<file path="config.mk">
export PLATFORM = sky130hd
export DESIGN_NAME = isr_tracker_flat
export DESIGN_NICKNAME = d
export VERILOG_FILES = /design/src/rtl/isr_tracker_if.sv /design/src/rtl/isr_tracker.sv /design/src/flat_wrapper.sv
export SDC_FILE = /design/constraint.sdc
export NUM_CORES = 1
export LEC_CHECK = 0
export ABC_AREA = 1
export ABC_CLOCK_PERIOD_IN_PS = 1550
export CAP_MARGIN = 20
export CORE_ASPECT_RATIO = 2
export CORE_MARGIN = 2
export CORE_UTILIZATION = 48
export DETAILED_ROUTE_END_ITERATION = 7
export PLACE_DENSITY_LB_ADDON = 0.15
export SETUP_SLACK_MARGIN = 0.2
export SLEW_MARGIN = 20
export SYNTH_ARGS = -nofsm -noshare
export SYNTH_HDL_FRONTEND = slang
export SYNTH_SLANG_ARGS = --single-unit
</file>
<file path="constraint.sdc">
create_clock -name clk -period 1.55 [get_ports clk]
set_input_delay 0.2325 -clock clk [delete_from_list [all_inputs] [get_ports clk]]
set_output_delay 0.2325 -clock clk [all_outputs]
set_load 0.05 [all_outputs]
</file>
<file path="src/rtl/isr_tracker_if.sv">
// Z80 bus bundle shared between the bus driver and the ISR tracker.
// The master drives the bus controls and context bits. The slave returns
// the instruction-boundary qualifiers and the I/O policing results.
interface isr_tracker_if;
  logic        m1_n;
  logic        mreq_n;
  logic        iorq_n;
  logic        rd_n;
  logic        wr_n;
  logic [7:0]  addr;
  logic [7:0]  data;
  logic        trap_state;
  logic        virtual_enabled;
  logic        new_isr;
  logic        last_isr_jmp;
  logic        io_trap_condition;
  logic [7:0]  trap_port;
  logic        trap_dir;
  logic [15:0] permit_mask;

  modport master (
    output m1_n, mreq_n, iorq_n, rd_n, wr_n, addr, data,
           trap_state, virtual_enabled,
    input  new_isr, last_isr_jmp, io_trap_condition, trap_port,
           trap_dir, permit_mask
  );

  modport slave (
    input  m1_n, mreq_n, iorq_n, rd_n, wr_n, addr, data,
           trap_state, virtual_enabled,
    output new_isr, last_isr_jmp, io_trap_condition, trap_port,
           trap_dir, permit_mask
  );
endinterface

</file>
<file path="src/rtl/isr_tracker.sv">
// Z80 instruction-boundary tracker and guest I/O policer.
// It follows opcode fetches through CB/ED/DD/FD prefixes so the trap
// controller knows when the next M1 starts a new instruction, and whether
// the last instruction was an absolute jump. Guest I/O is checked against a
// 16-bit port-group permit mask. The mask is loadable only from handler
// context.
module isr_tracker #(
  parameter logic [7:0]  CFG_PORT     = 8'h3E,
  parameter logic [15:0] PERMIT_RESET = 16'h0000
) (
  input logic          clk,
  input logic          rst,
  isr_tracker_if.slave bus
);

  localparam logic [7:0] CFG_PORT_HI = CFG_PORT + 8'd1;

  typedef enum logic [1:0] {
    ST_START  = 2'd0,
    ST_PFX_CB = 2'd1,
    ST_PFX_ED = 2'd2,
    ST_PFX_IX = 2'd3
  } state_t;

  state_t      r_state;
  logic [7:0]  r_op;
  logic        r_m1Prev;
  logic        r_fetchSeen;
  logic        r_iorqPrev;
  logic        r_newIsr;
  logic        r_lastIsrJmp;
  logic        r_ioTrap;
  logic [7:0]  r_trapPort;
  logic        r_trapDir;
  logic [15:0] r_permitMask;

  logic w_fetchClk;
  logic w_fetchEnd;
  logic w_ioClk;
  logic w_ioFirst;
  logic w_violation;

  // An interrupt acknowledge never asserts mreq_n/rd_n together with m1_n,
  // so it can never count as a fetch. Such an M1 passes through without
  // disturbing the decoder.
  assign w_fetchClk  = !bus.m1_n && !bus.mreq_n && !bus.rd_n;
  assign w_fetchEnd  = !r_m1Prev && bus.m1_n && r_fetchSeen;
  assign w_ioClk     = !bus.iorq_n && bus.m1_n && (!bus.rd_n || !bus.wr_n);
  assign w_ioFirst   = w_ioClk && r_iorqPrev;
  assign w_violation = w_ioClk && !bus.trap_state && bus.virtual_enabled &&
                       !r_permitMask[bus.addr[7:4]];

  // Bus history: previous M1/IORQ levels, the opcode byte, and whether this M1 fetched
  always_ff @(posedge clk or posedge rst) begin
    if (rst) begin
      r_m1Prev    <= 1'b1;
      r_iorqPrev  <= 1'b1;
      r_fetchSeen <= 1'b0;
      r_op        <= 8'h00;
    end else begin
      r_m1Prev   <= bus.m1_n;
      r_iorqPrev <= bus.iorq_n;
      if (w_fetchClk) begin
        r_op        <= bus.data;
        r_fetchSeen <= 1'b1;
      end else if (bus.m1_n) begin
        r_fetchSeen <= 1'b0;
      end
    end
  end

  // Prefix decoder FSM; new_isr and last_isr_jmp are registered alongside the state
  always_ff @(posedge clk or posedge rst) begin
    if (rst) begin
      r_state      <= ST_START;
      r_newIsr     <= 1'b1;
      r_lastIsrJmp <= 1'b0;
    end else if (w_fetchEnd) begin
      case (r_state)
        ST_START: begin
          case (r_op)
            8'hCB: begin
              r_state  <= ST_PFX_CB;
              r_newIsr <= 1'b0;
            end
            8'hED: begin
              r_state  <= ST_PFX_ED;
              r_newIsr <= 1'b0;
            end
            8'hDD, 8'hFD: begin
              r_state  <= ST_PFX_IX;
              r_newIsr <= 1'b0;
            end
            default: begin
              r_state      <= ST_START;
              r_newIsr     <= 1'b1;
              r_lastIsrJmp <= (r_op == 8'hC3) || (r_op == 8'hE9);
            end
          endcase
        end
        ST_PFX_CB, ST_PFX_ED: begin
          r_state      <= ST_START;
          r_newIsr     <= 1'b1;
          r_lastIsrJmp <= 1'b0;
        end
        ST_PFX_IX: begin
          // A repeated index prefix replaces the earlier one. DDCB finishes
          // here because its displacement and opcode arrive as plain reads.
          if (r_op == 8'hDD || r_op == 8'hFD) begin
            r_state  <= ST_PFX_IX;
            r_newIsr <= 1'b0;
          end else begin
            r_state      <= ST_START;
            r_newIsr     <= 1'b1;
            r_lastIsrJmp <= (r_op == 8'hE9);
          end
        end
        default: begin
          r_state  <= ST_START;
          r_newIsr <= 1'b1;
        end
      endcase
    end
  end

  // Sticky violation flag and first-offender latch; handler context clears it first
  always_ff @(posedge clk or posedge rst) begin
    if (rst) begin
      r_ioTrap   <= 1'b0;
      r_trapPort <= 8'h00;
      r_trapDir  <= 1'b0;
    end else if (bus.trap_state) begin
      r_ioTrap <= 1'b0;
    end else if (w_violation && !r_ioTrap) begin
      r_ioTrap   <= 1'b1;
      r_trapPort <= bus.addr;
      r_trapDir  <= !bus.wr_n;
    end
  end

  // Permit mask load from handler context, acting only on the first clock of the I/O cycle
  always_ff @(posedge clk or posedge rst) begin
    if (rst) begin
      r_permitMask <= PERMIT_RESET;
    end else if (w_ioFirst && !bus.wr_n && bus.trap_state) begin
      if (bus.addr == CFG_PORT) begin
        r_permitMask[7:0] <= bus.data;
      end else if (bus.addr == CFG_PORT_HI) begin
        r_permitMask[15:8] <= bus.data;
      end
    end
  end

  assign bus.new_isr           = r_newIsr;
  assign bus.last_isr_jmp      = r_lastIsrJmp;
  assign bus.io_trap_condition = r_ioTrap;
  assign bus.trap_port         = r_trapPort;
  assign bus.trap_dir          = r_trapDir;
  assign bus.permit_mask       = r_permitMask;

endmodule

</file>
<file path="src/flat_wrapper.sv">
// flat-port wrapper written by rule: the top's interface ports become plain ports
module isr_tracker_flat 
#(
  parameter logic [7:0]  CFG_PORT     = 8'h3E,
  parameter logic [15:0] PERMIT_RESET = 16'h0000
)
  (clk, rst, bus_m1_n, bus_mreq_n, bus_iorq_n, bus_rd_n, bus_wr_n, bus_addr, bus_data, bus_trap_state, bus_virtual_enabled, bus_new_isr, bus_last_isr_jmp, bus_io_trap_condition, bus_trap_port, bus_trap_dir, bus_permit_mask);
  isr_tracker_if bus_i ();
  input logic clk;
  input logic rst;
  input wire logic [$bits(bus_i.m1_n)-1:0] bus_m1_n;
  input wire logic [$bits(bus_i.mreq_n)-1:0] bus_mreq_n;
  input wire logic [$bits(bus_i.iorq_n)-1:0] bus_iorq_n;
  input wire logic [$bits(bus_i.rd_n)-1:0] bus_rd_n;
  input wire logic [$bits(bus_i.wr_n)-1:0] bus_wr_n;
  input wire logic [$bits(bus_i.addr)-1:0] bus_addr;
  input wire logic [$bits(bus_i.data)-1:0] bus_data;
  input wire logic [$bits(bus_i.trap_state)-1:0] bus_trap_state;
  input wire logic [$bits(bus_i.virtual_enabled)-1:0] bus_virtual_enabled;
  output wire logic [$bits(bus_i.new_isr)-1:0] bus_new_isr;
  output wire logic [$bits(bus_i.last_isr_jmp)-1:0] bus_last_isr_jmp;
  output wire logic [$bits(bus_i.io_trap_condition)-1:0] bus_io_trap_condition;
  output wire logic [$bits(bus_i.trap_port)-1:0] bus_trap_port;
  output wire logic [$bits(bus_i.trap_dir)-1:0] bus_trap_dir;
  output wire logic [$bits(bus_i.permit_mask)-1:0] bus_permit_mask;
  assign bus_i.m1_n = bus_m1_n;
  assign bus_i.mreq_n = bus_mreq_n;
  assign bus_i.iorq_n = bus_iorq_n;
  assign bus_i.rd_n = bus_rd_n;
  assign bus_i.wr_n = bus_wr_n;
  assign bus_i.addr = bus_addr;
  assign bus_i.data = bus_data;
  assign bus_i.trap_state = bus_trap_state;
  assign bus_i.virtual_enabled = bus_virtual_enabled;
  assign bus_new_isr = bus_i.new_isr;
  assign bus_last_isr_jmp = bus_i.last_isr_jmp;
  assign bus_io_trap_condition = bus_i.io_trap_condition;
  assign bus_trap_port = bus_i.trap_port;
  assign bus_trap_dir = bus_i.trap_dir;
  assign bus_permit_mask = bus_i.permit_mask;
  isr_tracker #(.CFG_PORT(CFG_PORT), .PERMIT_RESET(PERMIT_RESET)) u_core (.clk(clk), .rst(rst), .bus(bus_i));
endmodule
</file>
Word level (Yosys, flattened, before mapping)
Cells that the tools add are included.

operators by class
  magnitude comparators = 1
  equal/unequal tests = 13
  mux-type cells = 15
  bitwise gates (word level) = 2
  reduce and logical (&&, ||, !) cells = 35

operators by type and width
  cell                                                        count
  equality test 8 bit, second input constant                  6
  equality test 8 x 6 -> 1 bit, second input constant         2
  logical AND 1 bit                                           13
  case mux 2 bit (3 select lines)                             2
  logical NOT 1 bit                                           9
  two-way mux 1 bit                                           9
  case mux 1 bit (3 select lines)                             2
  AND reduction 3 bit                                         2
  less-than comparator 4 x 5 -> 1 bit, second input constant  1
  binary-select mux 1 bit (select 4 bit)                      1
  equality test 2 bit, second input constant                  2
  != test 2 bit, second input constant                        2
  AND reduction 2 bit                                         2
  nonzero test 2 bit                                          2
  OR reduction 2 bit                                          2
  OR reduction 4 bit                                          1
  logical OR 1 bit                                            3
  equality test 2 x 1 -> 1 bit, second input constant         1
  logical NOT 2 bit                                           1
  two-way mux 2 bit                                           1
  NOT 1 bit                                                   2

word-level totals
  register bits = 41
  input port bits = 25
  output and inout bits = 28
  word-level logic and storage cells = 78

Logic depth before layout (Yosys ltp)
Gate-level depths: netlist (run 1).

  depth after elaboration = 9
  mapped depth = 10
  gate-level depth less buffers = 10

Least setup slack after synthesis (run 1)
Ideal clock, no wire load.

  path type = register to register
  start point = register u_core.r_permitMask[4] (netlist: u_core.bus.permit_mask[4])
  end point = register u_core.r_trapDir (netlist: u_core.bus.trap_dir)
  setup time = 0.119 ns
  data arrival time = 1.394 ns
  required time = 1.431 ns
  setup slack = 0.037 ns
  stages on the path, launching flop included = 9
  buffers on the path = 0
  period minus slack after synthesis = 1.513 ns
  cell sequence = dfrtp_1 -> nand2_1 -> nand3_1 -> nand3_1 -> nand2_1 -> nor2_4 -> nand3_2 -> nand2_1 -> nand2_1

between the ends
  word-level cells in the longest chain between the ends = 6

RTL lines
  what                                     line                source
  start: declaration                       isr_tracker.sv:35   logic [15:0] r_permitMask;
  start signal: assignment                 isr_tracker.sv:147  r_permitMask[7:0] <= bus.data;
  binary-select mux 1 bit (select 4 bit)   isr_tracker.sv:51   !r_permitMask[bus.addr[7:4]];
  two-way mux 1 bit (not written as such)  isr_tracker.sv:51
  logical NOT 1 bit                        isr_tracker.sv:51
  logical AND 1 bit                        isr_tracker.sv:50   assign w_violation = w_ioClk && !bus.trap_state && bus.virtual_enabled &&
  logical AND 1 bit                        isr_tracker.sv:134  end else if (w_violation && !r_ioTrap) begin
  AND reduction 2 bit (no line)            --
  end signal: assignment                   isr_tracker.sv:137  r_trapDir <= !bus.wr_n;
  end: declaration                         isr_tracker.sv:34   logic r_trapDir;

No other way between the ends. The select of a mux whose other input is x is not followed.
A chain may end at the register's enable or synchronous reset.

Worst setup path in the final report (run 1)
  start point = register u_core.r_permitMask[2] (netlist: u_core.bus.permit_mask[2])
  end point = register u_core.r_trapPort[0] (netlist: u_core.bus.trap_port[0])

between the ends
  word-level cells in the longest chain between the ends = 6

RTL lines
  what                                     line                source
  binary-select mux 1 bit (select 4 bit)   isr_tracker.sv:51
  two-way mux 1 bit (not written as such)  isr_tracker.sv:51
  logical NOT 1 bit                        isr_tracker.sv:51
  logical AND 1 bit                        isr_tracker.sv:50
  logical AND 1 bit                        isr_tracker.sv:134
  AND reduction 2 bit (no line)            --
  end signal: assignment                   isr_tracker.sv:136  r_trapPort <= bus.addr;
  end: declaration                         isr_tracker.sv:33   logic [7:0] r_trapPort;

No other way between the ends. The select of a mux whose other input is x is not followed.

==> results by group, run 1 <==
Status
  • Status: finished, final reports clean

Detailed routing
  • Final ANT Viol Nets: 0
  • Final wirelength: 6244 um
  • DR pass1 iterations: 4
  • # DRC: 0
  • Detailed Route Iter0 Violations: 52
  • Wire per inst: 15.89 um
  • DR vias/cell: 5.209
  • Via count: 2047

Final layout
  • Share of cells above drive strength 1: 45.16%
  • Nets: 367
  • Fillers: 234
  • Area of the multi-input gates: 1081 um^2
  • Fin cells: 393
  • FF+latch area: 1050 um^2
  • Post-layout util: 81.18%
  • Antenna diodes: 0
  • Area Growth Syn to Fin: 63.91%

STA
  • RSZ-0062 raised after global routing: true
  • Worst Tran Pin Value: 0.4702 ns
  • Period utilization: 94.31%
  • Worst setup margin: 0.08820 ns
  • Clock skew: 0.005594 ns
  • Final count of pins violating max slew: 0
  • Final Hold Fails: 0
  • Achievable Freq: 684.1 MHz
  • Final setup viols: 0
  • Slew headroom: 68.62%
  • Minimum clock period after layout: 1.462 ns

Synthesis
  • Synth area leader: dfrtp_1
  • Synth Area per Inst: 8.098 um^2
  • Synth Warn #: 0
  • Area share of and/or/nand/nor cells after synthesis: 30.22%
  • Proportion of synthesized area in mux cells: 0%
  • Synth cell types: 24
  • Post-Synth XOR/XNOR Area: 0%
  • Syn nets: 277
  • Share of the synthesized area in the top cell type: 46.97%
  • Post-Syn Area: 2024 um^2
  • Compound-gate portion of the synthesized area: 9.456%
  • Synthesis-stage register bit count: 41
  • Post-Syn Instances: 250
  • Sequential element share of the synthesized area: 50.87%
  • Largest cells by area after synthesis: dfrtp_1, nand2_1, inv_1, nand3_1, dfstp_2
  • Adder-Cell Fraction of Synth Area: 1.236%
  • Largest family of logic cells by synthesized area: simple AND/OR/NAND/NOR gates

Floorplan
  • Initial Util: 49.53%
  • # rows: 33
  • Full die area: 4784 um^2
  • Die H: 95.84 um
  • Die width: 49.92 um
  • IO Count: 53
  • Core Box Area: 4088 um^2

GRT
  • Vias in the first global route: 2102
  • First-pass GRT wire length: 9356 um
  • Initial antenna violation count: 0
  • GRT Overall Usage: 26.27%
  • Largest net degree at the start of global routing: 22
  • Gr ovfl total: 0

Power
  • Share of power burned in registers: 40.0%
  • Power Density: 991.2 nW/um^2
  • Static Leak: 0.001621 uW
  • Part of the power in the clock network: 30.8%
  • Switch share: 32.82%
  • Net Sw Power: 1080 uW
  • Int Pwr: 2209 uW
  • IR drop worst, VDD: 802.9 uV
  • Gate power share: 29.2%

Placement
  • RD Place Congestion: 0.7982
  • Hpwl dp: 3922 um
  • IO buf count: 52
  • Cells after DPL: 368
  • Pre-CTS setup slack: -0.2487 ns

Worst setup path
  • CP Capture Type: register
  • Element type at the critical path start: register
  • CP Max Fanout: 5
  • Critical path class: reg2reg
  • Critical R2R Launch: u_core.bus.permit_mask[2]
  • WP data required: 1.73 ns
  • RR Endpoint: u_core.bus.trap_port[0]
  • Cells on worst reg2reg path: 9
  • CP arrival: 1.64 ns
  • R2R Setup Slk: 0.09 ns

Clock tree
  • CTS tree: built
  • Clock Tree Root: clkbuf_8
  • CTS Buffer Depth: 2
  • Worst-path clk slew: 0.08 ns
  • Worst-Skew Late Latency: 0.30 ns
  • Clock sink count: 41
  • H-tree levels: 2
  • CTS Hold Buffers Added: 0
  • TritonCTS Buffers: 5

Hold path
  • Worst hold path startpoint: bus_m1_n
  • Hold Crit Class: in2reg
  • Hold Path End: u_core.r_m1Prev
  • Hold Path Cell Cnt: 1

Run
  • MaxCap Viol Count: 0
worst max-delay path by stage:
stage                                          from                      end  slack [ns]  cells after the start
after floorplan           u_core.bus.permit_mask[5]      u_core.bus.trap_dir        0.18                      8
after global placement                     bus_m1_n  u_core.bus.trap_port[4]       -0.21                     10
after detailed placement                   bus_m1_n  u_core.bus.trap_port[3]       -0.25                     10
after CTS                               bus_addr[7]      u_core.bus.trap_dir        0.18                     10
after global routing      u_core.bus.permit_mask[2]  u_core.bus.trap_port[6]        0.02                      9
final                     u_core.bus.permit_mask[2]  u_core.bus.trap_port[0]        0.09                      9
power groups by stage:
stage / Combinational [uW] / Clock [uW] / Sequential [uW]
2_1_floorplan: 243 / 0 / 1560
3_3_place_gp: 817 / 0 / 1310
3_5_place_dp: 838 / 0 / 1320
4_1_cts: 868 / 1030 / 1300
5_1_grt: 1020 / 1060 / 1330
6_report: 959 / 1010 / 1320
registers in the layout, summed over array words and instances (netlist names):
signal,count
u_core.r_state,2
u_core.r_m1Prev,1
u_core.bus.new_isr,1
u_core.r_iorqPrev,1
u_core.bus.last_isr_jmp,1
u_core.r_fetchSeen,1
u_core.r_op,8
u_core.bus.io_trap_condition,1
u_core.bus.permit_mask,16
u_core.bus.trap_port,8
u_core.bus.trap_dir,1
worst max-delay path, stage by stage, from the launching register on:
cell and delay [ns]:
dfrtp_2 0.42, nor2_2 0.09, nor2_1 0.05, nand2_1 0.10, a21oi_4 0.07, nor2_4 0.19
buf_6 0.13, nand3_4 0.11, nand2_1 0.11, nand2_1 0.08
synth_stat cells:
cell,n
a21oi_1,4
a31oi_1,1
buf_2,1
buf_6,2
clkbuf_1,2
dfrtp_1,38
dfstp_2,3
ha_1,2
inv_1,35
nand2_1,76
nand2_2,5
nand3_1,20
nand3_2,2
nand4_1,10
nor2_1,15
nor2_2,1
nor2_4,1
nor3_1,2
nor3_2,1
nor3b_2,1
o21ai_0,11
o21ai_1,8
o21ai_2,8
or2_1,1
area by class of cell:
type / count / share of cell area, %
Clock buffer: 5 / 2.074
Multi-Input combinational cell: 170 / 32.58
Tap cell: 52 / 1.961
Inverter: 35 / 4.035
Timing Repair Buffer: 87 / 25.75
Clock inverter: 3 / 1.961
Sequential cell: 41 / 31.64
routing by layer:
metal / GRT usage, % / share of wire [%] / up-vias
met5: 0 / 0 / -
met4: 13.19 / 3.7 / 0
met3: 4.193 / 2.5 / 19
met2: 51.44 / 59 / 62
met1: 25.66 / 35 / 984
li1: - / - / 982
placed cells by master (no fill, tap or decap), types with 2 or more instances in the layout:
cell,instances
nand2_2,11
buf_12,7
o21ai_2,8
nand3_2,7
dfrtp_1,22
dfstp_2,3
dlymetal6s2s_1,3
inv_1,29
buf_4,45
nor2_4,3
nor2_2,6
nand2_1,60
buf_6,8
a21oi_1,3
nor2_1,8
clkbuf_8,5
dlygate4sd2_1,5
nand4_1,10
bufinv_16,2
nand2_4,9
nand3_4,4
nand3_1,12
nor3_2,2
o21ai_1,8
dfrtp_2,16
inv_2,5
clkdlybuf4s50_1,13
clkbuf_2,3
o21ai_0,11
buf_16,2
metrics by stage:
stage	TNS, ns	power [uW]	hold slack [ns]	instance area (um^2)
floorplan	0	1799	0.2370	2056
global placement	-4.892	2129	0.4561	2766
detailed placement	-5.327	2156	0.4655	2766
CTS	0	3192	0.1937	3128
global route	0	3413	0.1965	3318
finish	0	3289	0.1952	3318
cell families (layout without fill, tap and decap cells):
| kind of cell | Yosys count | in the layout |
|---|---|---|
| simple gates | 135 | 136 |
| flops | 41 | 41 |
| buf+inv | 40 | 130 |
| compound gates | 32 | 32 |
| fa+ha+maj | 2 | 2 |
repair_timing:
item,CTS,global route
resized for setup,34,54
endpoints found under the setup margin,28,26
cloned,4,0
hold endpoints to repair,0,0
buffers inserted,12,1
pin swaps,21,22
Power figures use the tool's default switching activity.
==> run 2, diff against run 1 <==
--- a/config.mk
+++ b/config.mk
@@ -9,7 +9,7 @@
 export ABC_CLOCK_PERIOD_IN_PS = 1550
 export CAP_MARGIN = 20
 export CORE_ASPECT_RATIO = 2
-export CORE_MARGIN = 2
+export CORE_MARGIN = 3
 export CORE_UTILIZATION = 48
 export DETAILED_ROUTE_END_ITERATION = 7
 export PLACE_DENSITY_LB_ADDON = 0.15
==> results by group, run 2 (synthesis results as in run 1) <==
Status
  • Status: finished, final reports clean

Power
  • Switch share: 35.70% (+2.9 points)
  • Gate power share: 30.8% (+1.6 points)
  • Static Leak: 0.001461 uW (-9.9%)
  • Power Density: 962.2 nW/um^2 (-2.9%)
  • Int Pwr: 1849 uW (-16%)
  • Share of power burned in registers: 45.4% (+5.4 points)
  • Part of the power in the clock network: 23.8% (-7.0 points)
  • Net Sw Power: 1026 uW (-4.9%)
  • IR drop worst, VDD: 832.1 uV (+3.6%)

Detailed routing
  • Via count: 1907 (-6.8%)
  • Final ANT Viol Nets: 0 (unchanged)
  • Final wirelength: 5174 um (-17%)
  • DR vias/cell: 4.979 (-4.4%)
  • Wire per inst: 13.51 um (-15%)
  • DR pass1 iterations: 4 (unchanged)
  • # DRC: 0 (unchanged)
  • Detailed Route Iter0 Violations: 35 (-33%)

Final layout
  • Area Growth Syn to Fin: 47.59%
  • Post-layout util: 75.38% (-5.8 points)
  • Area of the multi-input gates: 959.7 um^2 (-11%)
  • Share of cells above drive strength 1: 39.16% (-6.0 points)
  • FF+latch area: 1050 um^2 (unchanged)
  • Max reg flops: 16 (unchanged)
  • Fin cells: 383 (-2.5%)
  • Fillers: 307 (+31%)
  • Antenna diodes: 0 (unchanged)
  • Nets: 358 (-2.5%)
  • Commonest cells after routing, fill and taps aside: nand2_1, buf_4, inv_1
  • Most common cell after layout, fill and taps aside: nand2_1

Clock tree
  • TritonCTS Buffers: 5 (unchanged)
  • Clock sink count: 41 (unchanged)
  • CTS Buffer Depth: 2 (unchanged)
  • H-tree levels: 2 (unchanged)
  • CTS Hold Buffers Added: 0 (unchanged)
  • Clock Tree Root: clkbuf_8
  • Worst-path clk slew: 0.08 ns (about the same)
  • Worst-Skew Late Latency: 0.29 ns (about the same)
  • CTS tree: built

STA
  • Final count of pins violating max slew: 0 (unchanged)
  • Slew headroom: 70.74% (+2.1 points)
  • Achievable Freq: 727.6 MHz (+6.4%)
  • Hold Slack: 0.2840 ns (+0.08885 ns)
  • Fin Setup TNS: 0 ns (unchanged)
  • RSZ-0062 raised after global routing: true
  • Final Hold Fails: 0 (unchanged)
  • Clock skew: 0.005575 ns (-0.00001840 ns)
  • Final setup viols: 0 (unchanged)
  • Period utilization: 88.67% (-5.6 points)
  • Worst Tran Pin Value: 0.4384 ns (-0.03183 ns)
  • Minimum clock period after layout: 1.374 ns (-0.08748 ns)

GRT
  • First-pass GRT wire length: 8431 um (-9.9%)
  • Largest net degree at the start of global routing: 42 (+91%)
  • Gr ovfl total: 0 (unchanged)
  • GRT Overall Usage: 21.74% (-4.5 points)
  • Initial antenna violation count: 0 (unchanged)
  • Vias in the first global route: 1906 (-9.3%)

Floorplan
  • Core Box Area: 3964 um^2 (-3.0%)
  • Initial Util: 51.07% (+1.5 points)
  • # rows: 32 (-3.0%)
  • Full die area: 5080 um^2 (+6.2%)
  • Die H: 97.84 um (+2.1%)
  • Die width: 51.92 um (+4.0%)
  • IO Count: 53 (unchanged)

Worst setup path
  • Critical path class: reg2reg
  • CP Max Fanout: 5 (unchanged)
  • Element type at the critical path start: register
  • WP data required: 1.74 ns (about the same)
  • CP Capture Type: register
  • R2R Setup Slk: 0.18 ns (+0.09 ns)
  • CP arrival: 1.56 ns (-0.08 ns)

Placement
  • Cells after DPL: 368 (unchanged)
  • Hpwl dp: 3784 um (-3.5%)
  • IO buf count: 52 (unchanged)
  • RD Place Congestion: 0.7591 (-4.9%)

Run
  • MaxCap Viol Count: 0 (unchanged)

Hold path
  • Hold Crit Class: in2reg
-- run 2: cell count changes in the layout (fill, tap and decap cells not counted), moves of 3 or more --
cell,previous run,this run
nand2_4,9,1
nand2_2,11,17
buf_6,8,3
nand3_1,12,17
nand3_2,7,3
buf_12,7,4
clkbuf_2,3,0
clkdlybuf4s50_1,13,16
dlygate4sd2_1,5,8
dlymetal6s2s_1,3,0
nand2_1,60,63
-- run 2: cell type report --
| cell class | instances | area share (%) |
|---|---|---|
| timing repair buffer | 78 | 23.32 |
| multi-input combinational | 170 | 32.12 |
| tap | 51 | 2.136 |
| sequential | 41 | 35.13 |
| clock inverter | 3 | 0.5863 |
| inverter | 35 | 4.397 |
| clock buffer | 5 | 2.303 |
-- run 2: worst max-delay path: stages, from the launching register on --
cell,delay [ns]
dfrtp_2,0.42
nand2_1,0.07
nand3_1,0.11
nand3_2,0.10
nand2_2,0.07
nor2_4,0.20
nand3_4,0.15
nand2_2,0.11
nand2_1,0.05
-- run 2: worst paths after layout --
check                                                from                       to  depth (start not counted)
worst max-delay path            u_core.bus.permit_mask[4]  u_core.bus.trap_port[0]                          8
worst min-delay path                             bus_m1_n          u_core.r_m1Prev                          2
worst max register to register  u_core.bus.permit_mask[4]  u_core.bus.trap_port[0]                          8
worst min register to register    u_core.bus.trap_port[7]  u_core.bus.trap_port[7]                          2
max in group asynchronous                             rst          u_core.r_m1Prev                          3
min in group asynchronous                             rst        u_core.r_state[1]                          3
-- run 2: what timing repair did --
item                                    CTS  global route
setup buffers                             5             1
pin swaps                                14            14
endpoints found under the setup margin   29            24
cloned                                    1             0
resized for setup                        26            19
-- run 2: stage by stage --
stage | area [um^2] | total power (uW) | setup slack (ns)
final | 2988 | 2875 | 0.1757
after global routing | 2988 | 3027 | 0.07405
after CTS | 2920 | 2849 | 0.1924
after detailed placement | 2735 | 2147 | -0.2493
after global placement | 2735 | 2126 | -0.2321
after floorplan | 2056 | 1799 | 0.1818
-- run 2: power groups by stage --
stage | combinational (uW) | clock, uW | sequential [uW]
detailed placement | 832 | 0 | 1320
global route | 959 | 746 | 1320
finish | 886 | 685 | 1300
floorplan | 243 | 0 | 1560
CTS | 860 | 694 | 1300
global placement | 815 | 0 | 1310
-- run 2: metal layers --
layer / global-route usage (%) / part of all wire, % / up-vias
met5: 0 / 0 / -
met4: 8.485 / 2.5 / 0
met3: 3.817 / 4.0 / 10
met2: 39.67 / 57 / 49
met1: 23.52 / 37 / 882
li1: - / - / 966
==> run 3, diff against run 2 <==
--- a/config.mk
+++ b/config.mk
@@ -6,11 +6,11 @@
 export NUM_CORES = 1
 export LEC_CHECK = 0
 export ABC_AREA = 1
-export ABC_CLOCK_PERIOD_IN_PS = 1550
+export ABC_CLOCK_PERIOD_IN_PS = 1210
 export CAP_MARGIN = 20
 export CORE_ASPECT_RATIO = 2
 export CORE_MARGIN = 3
-export CORE_UTILIZATION = 48
+export CORE_UTILIZATION = 44
 export DETAILED_ROUTE_END_ITERATION = 7
 export PLACE_DENSITY_LB_ADDON = 0.15
 export SETUP_SLACK_MARGIN = 0.2
==> constraint.sdc (replaced) <==
create_clock -name clk -period 1.21 [get_ports clk]
set_input_delay 0.1815 -clock clk [delete_from_list [all_inputs] [get_ports clk]]
set_output_delay 0.1815 -clock clk [all_outputs]
set_load 0.05 [all_outputs]
==> results by group, run 3 (synthesis results as in run 1) <==
STA
  • Fin Setup TNS: -2.916 ns (-2.916 ns)
  • Minimum clock period after layout: 1.400 ns (+0.02616 ns)
  • Hold Slack: 0.2431 ns (-0.04097 ns)
  • Slew headroom: 79.06% (+8.3 points)
  • Worst Tran Pin Value: 0.3137 ns (-0.1247 ns)
  • Clock skew: 0.005714 ns (+0.0001382 ns)
  • Period utilization: 115.7% (+27 points)
  • Final setup viols: 33 (+33)
  • Final count of pins violating max slew: 0 (unchanged)
  • Achievable Freq: 714.0 MHz (-1.9%)
  • Final Hold Fails: 0 (unchanged)
  • Worst setup margin: -0.1905 ns (-0.3662 ns)
  • RSZ-0062 raised after global routing: true

Final layout
  • Share of cells above drive strength 1: 50.95% (+12 points)
  • Antenna diodes: 0 (unchanged)
  • Fin cells: 421 (+9.9%)
  • Fillers: 192 (-37%)
  • Commonest cells after routing, fill and taps aside: nand2_1, buf_4, buf_12
  • Nets: 393 (+9.8%)
  • Area Growth Syn to Fin: 89.80%
  • Post-route cell area: 3842 um^2 (+29%)
  • Max reg flops: 16 (unchanged)
  • Most common cell after layout, fill and taps aside: nand2_1

Worst setup path
  • Critical path class: reg2reg
  • CP max stage cell: dfrtp_2
  • CP Max Fanout: 5 (unchanged)
  • CP arrival: 1.63 ns (+0.07 ns)
  • Worst path buffer plus inverter count: 1 (+1)
  • CP Cell Sequence: nand2_1 -> nand3_1 -> nand3_2 -> nand2_2 -> nor2_4 -> buf_6 -> nand4_1 -> nand2_2
  • CP top delay family: simple AND/OR/NAND/NOR gates
  • WP data required: 1.44 ns (-0.30 ns)
  • Element type at the critical path start: register
  • Crit-path most repeated cell: nand2_2
  • CP max stage delay: 0.42 ns (about the same)
  • CP Capture Type: register

Placement
  • IO buf count: 52 (unchanged)
  • RD Place Congestion: 0.7893 (+4.0%)
  • Placed cell areas: 3248 um^2 (+19%)
  • Cells after DPL: 387 (+5.2%)
  • Hpwl dp: 4224 um (+12%)

Detailed routing
  • Final ANT Viol Nets: 0 (unchanged)
  • # DRC: 0 (unchanged)
  • Detailed Route Iter0 Violations: 75 (+110%)
  • DR vias/cell: 5.359 (+7.6%)
  • Final wirelength: 7427 um (+44%)
  • Wire per inst: 17.64 um (+31%)
  • DR pass1 iterations: 4 (unchanged)
  • Via count: 2256 (+18%)

GRT
  • First-pass GRT wire length: 10490 um (+24%)
  • Vias in the first global route: 2348 (+23%)
  • Largest net degree at the start of global routing: 42 (unchanged)
  • Initial antenna violation count: 0 (unchanged)
  • Gr ovfl total: 0 (unchanged)
  • GRT Overall Usage: 26.46% (+4.7 points)

Floorplan
  • Core Box Area: 4382 um^2 (+11%)
  • # rows: 34 (+6.3%)
  • Die H: 101.9 um (+4.2%)
  • Full die area: 5500 um^2 (+8.3%)
  • IO Count: 53 (unchanged)
  • Initial Util: 46.20% (-4.9 points)
  • Die width: 53.97 um (+3.9%)

Run
  • MaxCap Viol Count: 0 (unchanged)

Power
  • Net Sw Power: 1471 uW (+43%)
  • Switch share: 34.37% (-1.3 points)
  • Gate power share: 37.0% (+6.2 points)
  • Part of the power in the clock network: 22.8% (-1.0 points)
  • Share of power burned in registers: 40.1% (-5.3 points)
  • Static Leak: 0.001818 uW (+24%)
  • Power Density: 1114 nW/um^2 (+16%)
  • IR drop worst, VDD: 1005 uV (+21%)
  • Int Pwr: 2809 uW (+52%)

Clock tree
  • CTS Buffer Depth: 2 (unchanged)
  • Worst-Skew Late Latency: 0.29 ns (about the same)
  • CTS Hold Buffers Added: 0 (unchanged)
  • H-tree levels: 2 (unchanged)
  • CTS tree: built
  • TritonCTS Buffers: 5 (unchanged)
  • Clock sink count: 41 (unchanged)
  • Clock Tree Root: clkbuf_8
  • Worst-path clk slew: 0.08 ns (about the same)

Status
  • Status: finished with violations
  • Failing checks: setup timing

Hold path
  • Hold Crit Class: in2reg
==> run 3: worst paths after layout <==
path	cells past startpoint	slack (ns)	startpoint	endpoint
setup / recovery	8	-0.19	u_core.bus.permit_mask[6]	u_core.bus.trap_port[1]
hold / removal	2	0.24	bus_m1_n	u_core.r_m1Prev
setup reg to reg	8	-0.19	u_core.bus.permit_mask[6]	u_core.bus.trap_port[1]
hold reg to reg	2	0.50	u_core.r_fetchSeen	u_core.r_fetchSeen
max in group asynchronous	3	0.67	rst	u_core.r_m1Prev
min in group asynchronous	3	0.29	rst	u_core.r_state[0]
==> run 3: cell type report <==
cell class                      instances  area (um^2)  share of cell area, %
Clock buffer                            7        96.34                  2.507
Clock inverter                          1        5.005                 0.1303
Inverter                               35        137.6                  3.582
Multi-Input combinational cell        171         1106                  28.79
Sequential cell                        41         1050                  27.32
Tap cell                               54        67.56                  1.758
Timing Repair Buffer                  112         1380                  35.92
==> run 3: worst register-to-register path: cells and delay by family (launching register included) <==
family	cells	cell delay, ns
DFF	1	0.42
and+or+nand+nor	7	0.77
buffers and inverters	1	0.15
==> run 3: per-layer routing <==
layer	part of all wire, %	global-route usage (%)	wire length [um]
met5	0	0	0
met4	4.9	17.13	363
met3	5.3	5.693	393
met2	56	47.85	4186
met1	33	25.14	2483
==> run 3: what timing repair did <==
action	in CTS	in global routing
pin swaps	23	18
endpoints found under the setup margin	66	58
resized for setup	72	22
setup buffers	13	10
cloned	2	1
==> run 3: power by group through the flow <==
| stage | registers (uW) | clock network, uW | logic [uW] |
|---|---|---|---|
| 6_report | 1720 | 978 | 1580 |
| 5_1_grt | 1730 | 1050 | 1670 |
| 4_1_cts | 1700 | 979 | 1430 |
| 3_5_place_dp | 1730 | 0 | 1310 |
| 2_1_floorplan | 1990 | 0 | 328 |
| 3_3_place_gp | 1720 | 0 | 1290 |
==> run 3: stage by stage <==
stage          setup WS [ns]  total power, uW  util [%]
2_1_floorplan        -0.1575             2322         -
3_3_place_gp         -0.5357             3006     74.13
3_5_place_dp         -0.5886             3035     74.13
4_1_cts              -0.1201             4114     83.72
5_1_grt              -0.2581             4455     87.69
6_report             -0.1905             4280     87.69
